$ cat src/rtl/serial_sub_ctrl.sv
// Bit-serial subtractor controller: computes a - b - borrow_in over WIDTH
// cycles, LSB first, reusing one shared full_subtract cell.
//
// Ports:
//   clk        rising-edge clock
//   rst_n      asynchronous active-low reset
//   start      request; sampled only while idle
//   a, b       minuend / subtrahend, captured on accepted start
//   borrow_in  initial borrow, captured on accepted start
//   busy       high whenever the controller is not idle
//   done       one-cycle completion pulse
//   diff       registered difference of the last completed operation
//   borrow_out registered final borrow of the last completed operation

module full_subtract (
    output logic diff,
    output logic borrowOut,
    input  logic a,
    input  logic b,
    input  logic borrowIn
);

    assign diff      = a ^ b ^ borrowIn;
    assign borrowOut = (~a & b) | (~(a ^ b) & borrowIn);

endmodule

module serial_sub_ctrl #(
    parameter int WIDTH = 8
) (
    input  logic             clk,
    input  logic             rst_n,
    input  logic             start,
    input  logic [WIDTH-1:0] a,
    input  logic [WIDTH-1:0] b,
    input  logic             borrow_in,
    output logic             busy,
    output logic             done,
    output logic [WIDTH-1:0] diff,
    output logic             borrow_out
);

    localparam int CW = (WIDTH > 2) ? $clog2(WIDTH) : 1;
    localparam logic [CW-1:0] LAST = CW'(WIDTH - 1);

    typedef enum logic [1:0] {
        S_IDLE,
        S_RUN,
        S_DONE
    } state_t;

    state_t           state;
    logic [WIDTH-1:0] a_sh;
    logic [WIDTH-1:0] b_sh;
    // Upper WIDTH-1 bits of the result shifter; the lowest bit would only
    // ever be shifted out, so it is not stored.
    logic [WIDTH-2:0] r_sh;
    logic             brw;
    logic [CW-1:0]    cnt;

    logic             cell_diff;
    logic             cell_borrow;
    logic [WIDTH-1:0] r_next;

    full_subtract u_cell (
        .diff      (cell_diff),
        .borrowOut (cell_borrow),
        .a         (a_sh[0]),
        .b         (b_sh[0]),
        .borrowIn  (brw)
    );

    // New bit enters at the top so after WIDTH shifts bit 0 is the LSB.
    assign r_next = {cell_diff, r_sh};

    always_ff @(posedge clk or negedge rst_n) begin
        if (!rst_n) begin
            state      <= S_IDLE;
            a_sh       <= '0;
            b_sh       <= '0;
            r_sh       <= '0;
            brw        <= 1'b0;
            cnt        <= '0;
            busy       <= 1'b0;
            done       <= 1'b0;
            diff       <= '0;
            borrow_out <= 1'b0;
        end else begin
            unique case (state)
                S_IDLE: begin
                    if (start) begin
                        a_sh  <= a;
                        b_sh  <= b;
                        brw   <= borrow_in;
                        cnt   <= '0;
                        r_sh  <= '0;
                        busy  <= 1'b1;
                        state <= S_RUN;
                    end
                end
                S_RUN: begin
                    r_sh <= r_next[WIDTH-1:1];
                    a_sh <= a_sh >> 1;
                    b_sh <= b_sh >> 1;
                    brw  <= cell_borrow;
                    cnt  <= cnt + 1'b1;
                    if (cnt == LAST) begin
                        diff       <= r_next;
                        borrow_out <= cell_borrow;
                        done       <= 1'b1;
                        state      <= S_DONE;
                    end
                end
                S_DONE: begin
                    done  <= 1'b0;
                    busy  <= 1'b0;
                    state <= S_IDLE;
                end
                default: begin
                    done  <= 1'b0;
                    busy  <= 1'b0;
                    state <= S_IDLE;
                end
            endcase
        end
    end

endmodule

$ cat config.mk
export PLATFORM = sky130hd
export DESIGN_NAME = serial_sub_ctrl
export DESIGN_NICKNAME = d
export VERILOG_FILES = /design/src/rtl/serial_sub_ctrl.sv
export SDC_FILE = /design/constraint.sdc
export NUM_CORES = 1
export LEC_CHECK = 0
export CAP_MARGIN = 20
export CORE_UTILIZATION = 58
export CTS_BUF_LIST = sky130_fd_sc_hd__clkbuf_4
export DETAILED_ROUTE_END_ITERATION = 10
export GPL_TIMING_DRIVEN = 0
export MAX_ROUTING_LAYER = met4
export PLACE_DENSITY = 0.87
export SYNTH_ARGS = -nofsm -noshare
export SYNTH_HDL_FRONTEND = slang
export SYNTH_SLANG_ARGS = --single-unit
$ cat constraint.sdc
create_clock -name clk -period 2.4 [get_ports clk]
set_clock_uncertainty 0.05 [all_clocks]
set_input_delay 0.72 -clock clk [delete_from_list [all_inputs] [get_ports clk]]
set_output_delay 0.72 -clock clk [all_outputs]
set_load 0.005 [all_outputs]
==> impl_metrics.csv, run 1 <==
group,metric,value,unit
timing,setup_viol,0,
clock_tree,cts_sinks,40,
grt,grt_use_met3,7.37,%
setup_path,cp_cell_sequence,"clkdlybuf4s50_1",
place,dp_hpwl,2.53,mm
final_layout,drive_above_1_share,16.7,%
drt,ant_nets,0,
place,gp_congestion,0.859,
yosys,synth.distinct_cells,27,
clock_tree,clock-root-buffer,"clkbuf_4",
yosys,yosysTopAreaCell,"dfrtp_1",
flow_run,max_cap_violations,0,
grt,grt_use_total,25.1,%
yosys,ys.flop_type,"dfrtp_1",
timing,timing.final.max_slew_violations,0,
timing,rsz0062_at_grt,"false",
timing,postLayoutSetupSlackWorst,383,ps
clock_tree,clk_pin_slew,120,ps
timing,tns,0,ps
die,fp-row-count,19,
clock_tree,cts_resized,0,
grt,grt.busiest_layer,"met2",
final_layout,nets,202,
setup_path,crit_fanout,2,
clock_tree,cts_buffers,5,
timing,fin_crit_sh,84.0,%
die,die_y,56.4,µm
power,power,2.58,mW
grt,grt_max_degree,41,
yosys,yosys-top-cells-count,"40 x dfrtp_1, 28 x o22ai_1, 17 x a21oi_1, 9 x a22o_1, 7 x mux2_4",
setup_path,cp.depth,1,
yosys,ys_ff_latch,40,
timing,final_hold_viol_count,0,
yosys,ys_top_cells_by_area,"dfrtp_1 58%, o22ai_1 10%, mux2_4 6.1%, a21oi_1 5.0%, a22o_1 4.6%",
timing,worst_pin_slew,875,ps
die,start_util,61.6,%
final_layout,stdcell_count,211,
die,die-area,0.00318,mm²
grt,grt_overflow,0,
timing,fin_crit,2020,ps
yosys,synth_seq_area_share,58.4,%
setup_path,arrival,1250,ps
timing,max_freq,496,MHz
setup_path,cpMaxStageDelayCell,"clkdlybuf4s50_1",
yosys,yosysMostFrequentCell,"dfrtp_1",
drt,wl,3.46,mm
clock_tree,h-tree-depth,2,
grt,grt_pass1_wl,5.87,mm
drt,avgViaCountPerCell,6.17,
yosys,synth-warning-count,0,
die,coreArea,0.00278,mm²
setup_path,worst_setup_path_start_kind,"flop",
grt,grt_pass1_vias,1335,
setup_path,reg2reg_depth,5,
clock_tree,cts_buffer_depth,2,
yosys,synth-edff-count,0,
place,pre_cts_ws,259,ps
drt,wl_per_cell,16.4,µm
final_layout,post-route-util,75.5,%
status,status,"finished clean",
yosys,synth_top_area_share,58.4,%
drt,drcViolationCount,0,
yosys,syn_area_per_cell,12.1,µm²
grt,antenna_found_initial,0,
setup_path,worst-setup-path-type,"reg2out",
drt,drtIter0Drc,64,
clock_tree,cts_tree,"yes",
die,num_io_pins,31,
grt,use_met1,29.0,%
power,p_leak,0.955,nW
yosys,syn_inst,142,
setup_path,cp-end-kind,"output pin",
yosys,async_flop_share,100,%
clock_tree,postCtsHoldBufs,0,
power,p_per_area,1230,mW/mm²
worst_hold_path,min_path_type,"in2async",
place,dpl.cell_count,203,
power,ir_worst_vdd,1020,µV
final_layout,diodes,0,
setup_path,cp_top_family,"buffers and inverters",
final_layout,syn_to_final_growth,22.5,%
place,port_buffers,30,
drt,vias,1301,
timing,relSlewSlack,41.7,%
setup_path,worst-path-buf-inv,1,
die,die_width,56.4,µm
setup_path,critical_path.max_stage_delay,500,ps
grt,gr-usage-met2,41.5,%
yosys,syn_area,0.00171,mm²
drt,dr.pass1.iters,4,
clock_tree,post-cts-setup-buffer-count,0,
clock_tree,clkLatencyLatePin,360,ps
setup_path,required,1630,ps
yosys,syn-num-nets,165,
flip-flops by register name, summed over array words and instances, names as in the netlist, 2 cells and up:
name / cells
a_sh: 8
state: 2
cnt: 3
r_sh: 7
b_sh: 8
diff: 8
worst reg2reg max path, cell delays in order (launching register included):
cell and delay, ps:
dfrtp_1 420, ha_1 210, ha_1 230, nand3b_2 110, buf_6 170, mux2_4 310
metal layers:
metal / part of all wire (%) / routed length (µm) / up-vias
met5: 0 / 0 / -
met4: 1.9 / 65 / 0
met3: 4.7 / 162 / 9
met2: 50 / 1740 / 30
met1: 43 / 1490 / 655
li1: - / - / 607
logic make-up (layout without fill, tap and decap cells):
family / Yosys count / in the layout / share of synthesized area (%)
AOI/OAI and AO/OA: 63 / 63 / 23.0
adders and majority gates: 3 / 3 / 2.63
buffers and inverters: 15 / 53 / 4.74
DFF: 40 / 40 / 58.4
muxes: 8 / 8 / 6.79
and+or+nand+nor: 13 / 13 / 4.45
final cells by class:
type	instances	area, µm²
Clock buffer	5	37.5
Multi-Input combinational cell	87	632
Inverter	5	18.8
Buffer	10	62.6
Timing Repair Buffer	30	295
Clock inverter	3	13.8
Tap cell	31	38.8
Sequential cell	40	1000
Fill cell	194	682
worst paths after layout:
kind	startpoint	endpoint	slack (ps)
min in group clk	cnt[0]	cnt[0]	450
worst min-delay path	rst_n	state[1]	420
max in group asynchronous	rst_n	diff[2]	1330
worst max-delay path	done	done	380
worst min register to register	cnt[0]	cnt[0]	450
worst max register to register	cnt[0]	diff[5]	780
power breakdown:
group,internal [mW],switching [mW]
registers,0.978,0.209
logic,0.597,0.473
clock network,0.108,0.217
total,1.68,0.899
stage by stage:
step,hold slack (ps),area (µm²)
detailed placement,424,2050
finish,422,2100
global route,468,2100
global placement,417,2050
floorplan,374,1710
CTS,429,2100
cell usage in the layout (no fill, tap or decap):
cell type        instances
nor2_4                   1
nand2_1                  4
clkbuf_4                 5
mux2_4                   7
buf_2                    6
buf_4                    3
nand2b_1                 1
o22ai_1                 28
mux2_2                   1
inv_2                    1
dfrtp_1                 40
clkdlybuf4s50_1         29
clkinv_1                 1
a221oi_1                 1
o21ai_0                  5
o32ai_1                  1
or2_2                    1
nand2b_2                 1
inv_1                    4
a21oi_1                 17
clkbuf_1                 1
nor2b_1                  1
o21bai_1                 1
ha_1                     2
a22o_1                   9
fa_1                     1
o21ai_1                  1
nor2_1                   3
buf_6                    1
nand3b_2                 1
clkinv_2                 2
(Power assumes the default switching activity.)
==> inputs of run 2 (changes only) <==
--- a/config.mk
+++ b/config.mk
@@ -6,12 +6,12 @@
 export NUM_CORES = 1
 export LEC_CHECK = 0
 export CAP_MARGIN = 20
-export CORE_UTILIZATION = 58
+export CORE_UTILIZATION = 54
 export CTS_BUF_LIST = sky130_fd_sc_hd__clkbuf_4
 export DETAILED_ROUTE_END_ITERATION = 10
 export GPL_TIMING_DRIVEN = 0
 export MAX_ROUTING_LAYER = met4
-export PLACE_DENSITY = 0.87
+export PLACE_DENSITY = 0.82
 export SYNTH_ARGS = -nofsm -noshare
 export SYNTH_HDL_FRONTEND = slang
 export SYNTH_SLANG_ARGS = --single-unit
==> constraint.sdc (replaced) <==
create_clock -name clk -period 2 [get_ports clk]
set_clock_uncertainty 0.05 [all_clocks]
set_input_delay 0.6 -clock clk [delete_from_list [all_inputs] [get_ports clk]]
set_output_delay 0.6 -clock clk [all_outputs]
set_load 0.005 [all_outputs]
==> run 2 against run 1 <==
Net effect:
- sequential power increased by 20%
- clock power increased by 30%
- combinational power increased by 20%
- core utilization decreased by 5.4 points
- setup slack got worse by 280 ps
- flip-flop and latch count unchanged
- via count increased by 1.0%
- critical path depth unchanged
- critical path type unchanged
- critical endpoint is now diff[6]
- largest power group unchanged
==> impl_metrics.csv, run 2 (synthesized netlist as in run 1, its figures left out) <==
group,metric,value,unit
status,status,"finished clean",
grt,grt_overflow,0,
drt,wl,3.49,mm
clock_tree,cts_buffers,5,
die,num_io_pins,31,
place,port_buffers,30,
clock_tree,post-cts-setup-buffer-count,0,
die,start_util,56.6,%
flow_run,max_cap_violations,0,
worst_hold_path,min_path_type,"in2async",
power,p_per_area,1480,mW/mm²
clock_tree,postCtsHoldBufs,0,
setup_path,worst_setup_path_start_kind,"flop",
grt,antenna_found_initial,0,
die,fp-row-count,20,
clock_tree,h-tree-depth,2,
setup_path,cpMaxStageDelayCell,"clkdlybuf4s50_1",
setup_path,reg2reg_to,"diff[6]",
drt,wl_per_cell,15.6,µm
die,die-area,0.00340,mm²
setup_path,required,1350,ps
drt,drtIter0Drc,60,
place,place_area,0.00206,mm²
setup_path,cp-end-kind,"output pin",
die,die_y,58.3,µm
setup_path,arrival,1240,ps
final_layout,ff_latch_area,0.00100,mm²
final_layout,nFillCells,243,
clock_tree,clock-root-buffer,"clkbuf_4",
timing,final_hold_viol_count,0,
setup_path,reg2reg_depth,5,
setup_path,worst-setup-path-type,"reg2out",
place,dpl.cell_count,216,
timing,setup_viol,0,
setup_path,r2r_start,"cnt[0]",
grt,grt_pass1_wl,5.89,mm
grt,grt_pass1_vias,1274,
place,gp_congestion,0.801,
drt,vias,1314,
place,pre_cts_ws,-23.6,ps
timing,fin_crit,1890,ps
place,dp_hpwl,2.49,mm
final_layout,final_area,0.00212,mm²
setup_path,critical_path.max_stage_delay,500,ps
power,ir_worst_vdd,604,µV
power,power,3.13,mW
timing,max_freq,528,MHz
die,coreArea,0.00303,mm²
setup_path,r2r_slack,410,ps
final_layout,multi_input_area,632,µm²
timing,postLayoutSetupSlackWorst,108,ps
final_layout,layout_commonest_cell,"dfrtp_1",
drt,avgViaCountPerCell,5.87,
final_layout,syn_to_final_growth,23.7,%
final_layout,diodes,0,
timing,fin_crit_sh,94.6,%
clock_tree,clkLatencyLatePin,360,ps
power,p_leak,0.956,nW
final_layout,nets,202,
clock_tree,cts_tree,"yes",
timing,worst_pin_slew,877,ps
setup_path,cp_cell_sequence,"clkdlybuf4s50_1",
grt,grt_use_total,24.8,%
final_layout,layout_common_cells,"40 x dfrtp_1, 29 x clkdlybuf4s50_1, 28 x o22ai_1, 17 x a21oi_1, 9 x a22o_1",
drt,drcViolationCount,0,
drt,dr.pass1.iters,4,
clock_tree,clk_pin_slew,110,ps
setup_path,cp_top_family,"buffers and inverters",
final_layout,drive_above_1_share,16.7,%
clock_tree,cts_resized,0,
clock_tree,cts_buffer_depth,2,
die,die_width,58.3,µm
final_layout,stdcell_count,224,
grt,grt_max_degree,41,
timing,timing.final.max_slew_violations,0,
final_layout,reg_top3,"a_sh x8, b_sh x8, diff x8",
timing,tns,0,ps
clock_tree,cts_sinks,40,
setup_path,worst-path-buf-inv,1,
timing,relSlewSlack,41.5,%
timing,rsz0062_at_grt,"false",
drt,ant_nets,0,
setup_path,crit_fanout,2,
run 2: layout make-up:
class                           count  area share, %
Multi-Input combinational cell     87           29.8
Buffer                             10           2.95
Clock inverter                      1          0.177
Timing Repair Buffer               30           13.9
Inverter                            5          0.885
Sequential cell                    40           47.2
Clock buffer                        7           2.48
Tap cell                           44           2.60
run 2: worst register-to-register path: cells and delay by family, from the launching register on:
family / cells / cell delay [ps]
mux: 1 / 310
flops: 1 / 420
simple gates: 1 / 110
fa+ha+maj: 2 / 430
buf+inv: 1 / 170
run 2: where the power goes:
group	switching [mW]	total [mW]	internal, mW	leakage (nW)
clock network	0.261	0.424	0.162	0.0338
registers	0.257	1.43	1.17	0.490
logic	0.560	1.28	0.718	0.433
run 2: per-stage QoR:
| step | util, % | hold WS [ps] |
|---|---|---|
| after floorplan | - | 254 |
| after global placement | 68.3 | 416 |
| after detailed placement | 68.2 | 421 |
| after CTS | 70.0 | 309 |
| after global routing | 70.0 | 344 |
| final | 70.0 | 292 |
run 2: layer usage:
layer | routed length, µm | vias to the layer above | global-route usage, %
li1 | - | 609 | -
met1 | 1510 | 643 | 30.6
met2 | 1690 | 50 | 36.8
met3 | 203 | 12 | 7.91
met4 | 87 | 0 | 12.6
met5 | 0 | - | -
run 2: worst max path at each step:
| stage | startpoint | depth (start not counted) | end |
|---|---|---|---|
| detailed placement | start | 5 | r_sh[2] |
| global placement | rst_n | 1 | a_sh[4] |
| CTS | diff[4] | 1 | diff[4] |
| floorplan | cnt[0] | 5 | diff[1] |
| finish | diff[6] | 1 | diff[6] |
| global route | diff[3] | 1 | diff[3] |
==> inputs of run 3 (changes only) <==
--- a/config.mk
+++ b/config.mk
@@ -6,12 +6,12 @@
 export NUM_CORES = 1
 export LEC_CHECK = 0
 export CAP_MARGIN = 20
-export CORE_UTILIZATION = 54
-export CTS_BUF_LIST = sky130_fd_sc_hd__clkbuf_4
+export CORE_UTILIZATION = 51
+export CTS_BUF_LIST = sky130_fd_sc_hd__clkbuf_16
 export DETAILED_ROUTE_END_ITERATION = 10
 export GPL_TIMING_DRIVEN = 0
 export MAX_ROUTING_LAYER = met4
-export PLACE_DENSITY = 0.82
+export PLACE_DENSITY = 0.78
 export SYNTH_ARGS = -nofsm -noshare
 export SYNTH_HDL_FRONTEND = slang
 export SYNTH_SLANG_ARGS = --single-unit
==> run 3 against run 2 <==
Net effect:
- critical path depth unchanged
- global-route usage decreased by 1.0 points
- register-to-register slack improved by 30 ps
- hold slack improved by 90 ps
- power increased by 15%
- sequential share of layout area decreased by 2.3 points
- largest power group unchanged
==> impl_metrics.csv, run 3 (synthesized netlist as in run 1, its figures left out) <==
group,metric,value,unit
final_layout,multi_input_area,632,µm²
clock_tree,cts_sinks,40,
drt,dr.pass1.iters,4,
final_layout,post-route-util,71.2,%
setup_path,cpMaxStageDelayCell,"clkdlybuf4s50_1",
setup_path,worst_setup_path_start_kind,"flop",
clock_tree,h-tree-depth,2,
die,die_width,60.0,µm
timing,relSlewSlack,42.9,%
power,clock_power_share,24.4,%
clock_tree,clock-root-buffer,"clkbuf_16",
timing,max_freq,559,MHz
final_layout,reg_top3,"a_sh x8, b_sh x8, diff x8",
timing,rsz0062_at_grt,"false",
clock_tree,postCtsHoldBufs,0,
timing,fin_hold_ws,381,ps
worst_hold_path,min_path_type,"in2async",
grt,grt_overflow,0,
grt,antenna_found_initial,0,
place,dpl.cell_count,216,
flow_run,max_cap_violations,0,
timing,setup_viol,0,
final_layout,layout_common_cells,"40 x dfrtp_1, 29 x clkdlybuf4s50_1, 28 x o22ai_1, 17 x a21oi_1, 9 x a22o_1",
place,dp_hpwl,2.46,mm
timing,fin_crit_sh,89.5,%
setup_path,crit_fanout,2,
place,gp_congestion,0.825,
setup_path,required,1350,ps
die,fp-row-count,20,
power,power_switching_share,31.6,%
clock_tree,cts_tree,"yes",
die,num_io_pins,31,
grt,grt_pass1_wl,5.99,mm
drt,wl,3.64,mm
timing,fin_crit,1790,ps
die,start_util,54.8,%
power,p_leak,1.01,nW
clock_tree,post-cts-setup-buffer-count,0,
setup_path,cp-end-kind,"output pin",
clock_tree,cts_buffer_depth,2,
setup_path,arrival,1140,ps
place,port_buffers,30,
setup_path,worst-path-buf-inv,1,
setup_path,critical_path.max_stage_delay,510,ps
timing,worst_pin_slew,857,ps
die,die_y,60.0,µm
power,power.internal,2.47,mW
drt,drcViolationCount,0,
drt,drtIter0Drc,69,
final_layout,stdcell_count,224,
power,power_frac_seq,39.9,%
clock_tree,clkLatencyLatePin,280,ps
grt,grt_use_total,23.7,%
setup_path,cp_top_family,"buffers and inverters",
die,coreArea,0.00313,mm²
final_layout,nets,202,
grt,grt_pass1_vias,1319,
setup_path,worst-setup-path-type,"reg2out",
timing,tns,0,ps
drt,vias,1347,
power,p_switching,1.14,mW
setup_path,cp_cell_sequence,"clkdlybuf4s50_1",
final_layout,final_area,0.00223,mm²
clock_tree,cts_resized,0,
final_layout,layout_commonest_cell,"dfrtp_1",
timing,final_hold_viol_count,0,
status,status,"finished clean",
final_layout,nFillCells,239,
place,pre_cts_ws,4.43,ps
die,die-area,0.00360,mm²
grt,grt_max_degree,41,
drt,avgViaCountPerCell,6.01,
timing,postLayoutSetupSlackWorst,210,ps
final_layout,diodes,0,
power,combPwrFrac,35.6,%
timing,timing.final.max_slew_violations,0,
drt,ant_nets,0,
final_layout,syn_to_final_growth,30.0,%
power,power,3.62,mW
final_layout,ff_latch_area,0.00100,mm²
power,ir_worst_vdd,861,µV
clock_tree,clk_pin_slew,60,ps
final_layout,drive_above_1_share,16.7,%
power,p_per_area,1620,mW/mm²
clock_tree,cts_buffers,5,
drt,wl_per_cell,16.2,µm
place,place_area,0.00206,mm²
run 3: changes by cell type in the layout (fill, tap and decap cells not counted):
cell       previous run  this run
clkinv_1              1         0
clkinv_2              0         1
bufinv_16             0         1
clkbuf_4              7         0
inv_1                 4         5
clkbuf_16             0         5
run 3: layout make-up:
cell class | instances | area share, %
flip-flops and latches | 40 | 44.9
multi-input cells | 87 | 28.4
repair buffers | 30 | 13.3
clock buffers | 5 | 5.61
plain buffers | 10 | 2.81
well taps | 44 | 2.47
clock inverters | 3 | 1.74
inverters | 5 | 0.842
run 3: routing by layer:
layer,track usage [%],share of wire (%),up-vias
met5,-,0,-
met4,5.98,1.9,0
met3,5.19,5.5,14
met2,41.1,49,55
met1,27.9,43,671
li1,-,-,607
run 3: worst paths after layout:
check                           startpoint  endpoint  slack, ps  cells after the start
worst min register to register      cnt[0]    cnt[0]        430                      1
worst max-delay path                  busy      busy        210                      1
worst max register to register      cnt[0]   diff[2]        440                      5
max in group asynchronous            rst_n   b_sh[5]        980                      1
min in group clk                    cnt[0]    cnt[0]        430                      1
worst min-delay path                 rst_n   diff[0]        380                      1
run 3: power groups by stage:
stage | Combinational (mW) | Clock (mW) | Sequential (mW)
after floorplan | 0.853 | 0 | 1.39
after global placement | 1.23 | 0 | 1.42
after detailed placement | 1.28 | 0 | 1.45
after CTS | 1.30 | 0.885 | 1.44
after global routing | 1.42 | 0.922 | 1.48
final | 1.29 | 0.883 | 1.44
==> RTL change 1 (settings of run 3) <==
Register the output `done` once more; this adds one clock of latency there. The other outputs are not delayed to match. Comments in the files are not updated.
--- a/src/rtl/serial_sub_ctrl.sv
+++ b/src/rtl/serial_sub_ctrl.sv
@@ -50,4 +50,6 @@
     } state_t;
 
+    logic done_s0;
+
     state_t           state;
     logic [WIDTH-1:0] a_sh;
@@ -83,5 +85,5 @@
             cnt        <= '0;
             busy       <= 1'b0;
-            done       <= 1'b0;
+            done_s0    <= 1'b0;
             diff       <= '0;
             borrow_out <= 1'b0;
@@ -108,15 +110,15 @@
                         diff       <= r_next;
                         borrow_out <= cell_borrow;
-                        done       <= 1'b1;
+                        done_s0    <= 1'b1;
                         state      <= S_DONE;
                     end
                 end
                 S_DONE: begin
-                    done  <= 1'b0;
+                    done_s0 <= 1'b0;
                     busy  <= 1'b0;
                     state <= S_IDLE;
                 end
                 default: begin
-                    done  <= 1'b0;
+                    done_s0 <= 1'b0;
                     busy  <= 1'b0;
                     state <= S_IDLE;
@@ -126,4 +128,8 @@
     end
 
+    always_ff @(posedge clk) begin
+        done <= done_s0;
+    end
+
 endmodule
 
Check against the original RTL: not equivalent (Yosys sat finds a counterexample within 10 cycles, from zero or initial values and one cycle with rst_n low).
==> RTL change 1 against run 3 <==
  * Largest power group unchanged
  * Sequential cell count rose by 1
  * Setup slack got worse by 36 ps
  * Critical path depth rose by 5
  * Synthesized cell count rose by 0.70%
  * Area after synthesis did not move
  * Via count fell by 1.5%
  * Routed wire length fell by 2.4%
  * Total power fell by 4.3%
  * Final area fell by 1.2%
==> RTL change 1: results (changes against run 3) <==
CP Max Fanout = 10 (was 2)
Final weighted congestion in routability-driven placement = 0.8580 (was 0.8253)
Clock tree root buffer cell = clkbuf_16 (unchanged)
Biggest registers after layout = a_sh (8), b_sh (8), diff (8) (unchanged)
Overall track demand over capacity in global routing = 23.88% (was 23.72%)
Sequential-to-total area share from yosys stat = 59.56% (was 58.39%)
H-tree depth reported by CTS = 2 (unchanged)
Net switching fraction of the power = 32.19% (was 31.57%)
Total setup buffers inserted after CTS = 0 (unchanged)
Kind of cell with the highest combined delay on the critical path = buffers and inverters (unchanged)
Fraction of final layout cells with drive strength greater than 1 = 16.57% (was 16.67%)
Vias after detailed routing = 1327 (was 1347)
Combinational Power Share = 36.2% (was 35.6%)
Critical path data arrival time = 1910 ps (was 1140 ps)
Proportion of register bits with asynchronous set or reset after synthesis = 97.56% (was 100.0%)
Max Buffers Root-to-Sink = 2 (unchanged)
Placed Cells incl. Taps = 217 (was 216)
Routing usage on met1 = 29.70% (was 27.94%)
Wire length of the first global-routing pass = 6.065 mm (was 5.989 mm)
Number of cells upsized or downsized after cts = 0 (unchanged)
Syn. warnings = 0 (unchanged)
Top_reg_cell synth = dfrtp_1 (unchanged)
Number of buffers created by CTS = 5 (unchanged)
Clock latency on the worst-skew pair = 280 ps (about the same)
DP Wirelength = 2.409 mm (was 2.458 mm)
DR WL/cell = 15.77 um (was 16.23 um)
Met3 demand-to-capacity share in global routing = 5.195% (unchanged)
Post-layout nets = 203 (was 202)
Cell types occupying the most area after synthesis = dfrtp_1, o22ai_1, mux2_2, a21oi_1, a22o_1 (was dfrtp_1, o22ai_1, mux2_4, a21oi_1, a22o_1)
Static Leakage = 0.9687 nW (was 1.008 nW)
Max VDD drop = 0.8320 mV (was 0.8605 mV)
M2 GR Usage = 38.25% (was 41.11%)
Routed wire length = 3.549 mm (was 3.635 mm)
Most common library cells after synthesis = dfrtp_1, o22ai_1, a21oi_1 (unchanged)
Detailed-routing iteration count for the pre-antenna-repair pass = 4 (unchanged)
CP peak stage delay = 460 ps (was 510 ps)
Post-synthesis cell type count = 28 (was 27)
Number of nets produced by synthesis = 166 (was 165)
Number of diodes = 0 (unchanged)
Antenna violations before repair = 0 (unchanged)
Most area-hungry cell type in the Yosys netlist = dfrtp_1 (unchanged)
Hold WC Path Type = flip-flop to flip-flop (was input pin to asynchronous set/reset pin)
Sequential power = 0.00147 W
Clock transition at the register clock pins on the worst setup and hold paths after CTS = 50 ps
Pin count of the biggest net entering global routing = 41 (unchanged)
PnR Total Power = 0.003460 W (was 0.003616 W)
IO buf count = 30 (unchanged)
CP max-delay cell = clkdlybuf4s50_1 (unchanged)
Status = complete, no violations (unchanged)
Synthesized instance count = 143 (was 142)
Worst-margin pin slew = 859.2 ps (was 856.5 ps)
Number of violations reported at the end of detailed-routing iteration 0 = 115 (was 69)
==> RTL change 1: layout make-up <==
class	count	area (um2)
Clock buffer	5	125.1
Clock inverter	3	12.51
Inverter	5	18.77
Multi-Input combinational cell	87	609.3
Sequential cell	41	1021
Tap cell	44	55.05
Buffer	10	65.06
Timing Repair Buffer	30	295.3
Fill cell	246	925.9
==> RTL change 1: through the flow <==
| step | hold WS, ps | cell area, um2 | worst slack [ps] | TNS, ps |
|---|---|---|---|---|
| after global routing | 354.0 | 2202 | 71.53 | 0 |
| after CTS | 339.4 | 2202 | 206.0 | 0 |
| final | 350.2 | 2202 | 173.4 | 0 |
| after detailed placement | 326.6 | 2064 | -78.46 | -599.0 |
| after floorplan | 254.4 | 1714 | 437.4 | 0 |
| after global placement | 304.7 | 2069 | -608.7 | -24810 |
==> RTL change 1: path summary, 6_finish.rpt <==
path                          from       to  slack (ps)  depth (start not counted)
max in group asynchronous    rst_n  b_sh[0]         970                          1
min in group asynchronous    rst_n  a_sh[7]         380                          1
hold reg to reg            done_s0     done         350                          0
setup / recovery             start  a_sh[0]         170                          6
setup reg to reg            cnt[0]  diff[6]         280                          5
hold / removal             done_s0     done         350                          0
==> RTL change 1: layer usage <==
metal,part of all wire [%],routed length (um)
met5,0,0
met4,1.6,58
met3,5.9,211
met2,49,1749
met1,43,1529
==> RTL change 1: cells by family (layout without fill, tap and decap cells) <==
family / count (synthesis) / after routing / share of synthesized area, %
AND/OR/NAND/NOR: 14 / 14 / 4.672
adder cells (fa/ha/maj): 3 / 3 / 2.628
flip-flops: 41 / 41 / 59.56
buffers and inverters: 15 / 53 / 4.890
multiplexers: 8 / 8 / 5.256
AO/OA/AOI/OAI: 62 / 62 / 22.99
==> RTL change 2 (flow settings as in run 3) <==
Made on the original files. `WIDTH`: 8 -> 16.
--- a/src/rtl/serial_sub_ctrl.sv
+++ b/src/rtl/serial_sub_ctrl.sv
@@ -27,5 +27,5 @@
 
 module serial_sub_ctrl #(
-    parameter int WIDTH = 8
+    parameter int WIDTH = 16
 ) (
     input  logic             clk,
Ports: changed (resized a, b and diff); port bits go from 31 to 55. No check against the original RTL was run, so the function may have changed too.
==> RTL change 2 against run 3 <==
  * Routed wire length is 74% higher
  * Final area is 82% higher
  * Total power is 65% higher
  * Area after synthesis is 83% higher
  * Largest power group unchanged
  * Setup slack worse by 51 ps
  * Sequential cell count is 33 higher
  * Critical path depth stayed put
  * Worst hold slack worse by 42 ps
  * Count of clock-buffer cells in the layout is 4 higher
==> RTL change 2: results (changes against run 3) <==
Fraction of final layout cells with drive strength greater than 1 = 12.91% (was 16.67%)
Number of global-route vias before repair = 2160 (was 1319)
Multi-input gates = 167 (was 87)
Sequential fraction of total cell area = 45.09% (was 44.92%)
Placed Cells incl. Taps = 393 (was 216)
Total area of multi-input combinational cells = 1166 um2 (was 631.9 um2)
Setup slack, reg-to-reg = 320 ps (was 440 ps)
Most common library cells after synthesis = dfrtp_1, a22oi_1, nand2_1 (was dfrtp_1, o22ai_1, a21oi_1)
Final cell utilization of the core = 68.43% (was 71.24%)
Mean post-synth cell area = 11.87 um2 (was 12.07 um2)
H-tree depth reported by CTS = 3 (was 2)
Status = complete, no violations (unchanged)
Cell types occupying the most area after synthesis = dfrtp_1, a22oi_1, a22o_1, mux2_1, o21ai_0 (was dfrtp_1, o22ai_1, mux2_4, a21oi_1, a22o_1)
Wire length of the first global-routing pass = 10.69 mm (was 5.989 mm)
Clock latency on the worst-skew pair = 330 ps (was 280 ps)
Routed wire length = 6.335 mm (was 3.635 mm)
Layout Cells excl Fill = 408 (was 224)
Worst Hold Margin = 339.3 ps (was 381.4 ps)
Number of violations reported at the end of detailed-routing iteration 0 = 151 (was 69)
Overall track demand over capacity in global routing = 22.79% (was 23.72%)
DP Wirelength = 4.251 mm (was 2.458 mm)
Pin count of the biggest net entering global routing = 74 (was 41)
Max VDD drop = 0.8287 mV (was 0.8605 mV)
Final weighted congestion in routability-driven placement = 0.7735 (was 0.8253)
Internal portion of total power = 0.004071 W (was 0.002474 W)
Critical path data arrival time = 1190 ps (was 1140 ps)
Crit path from = diff[13] (was busy)
Static Leakage = 1.787 nW (was 1.008 nW)
Fraction of area in non-clock buffers = 16.37% (was 16.06%)
Post-synthesis cell type count = 33 (was 27)
Routed vias/inst = 5.566 (was 6.013)
Biggest registers after layout = a_sh (16), b_sh (16), diff (16) (was a_sh (8), b_sh (8), diff (8))
==> RTL change 2: layer usage <==
metal | vias to the layer above | track usage (%) | part of all wire [%]
met5 | - | - | 0
met4 | 0 | 7.500 | 1.1
met3 | 7 | 5.227 | 4.2
met2 | 54 | 31.61 | 47
met1 | 1115 | 33.03 | 48
li1 | 1095 | - | -
==> RTL change 2: power groups by stage <==
stage	sequential [W]	clock [W]	combinational [W]
4_1_cts	0.00245	0.00157	0.00202
3_5_place_dp	0.00246	0	0.00201
5_1_grt	0.00253	0.00163	0.00222
2_1_floorplan	0.00238	0	0.00129
3_3_place_gp	0.00244	0	0.00194
6_report	0.00244	0.00154	0.00200
==> RTL change 2: cell families (layout without fill, tap and decap cells) <==
kind of cell,after synthesis,count (layout),synth area share (%)
adders and majority gates,2,2,1.038
buffers and inverters,24,93,4.472
muxes,16,16,5.751
DFF,73,73,58.31
AOI/OAI and AO/OA,101,101,21.49
and+or+nand+nor,48,48,8.946
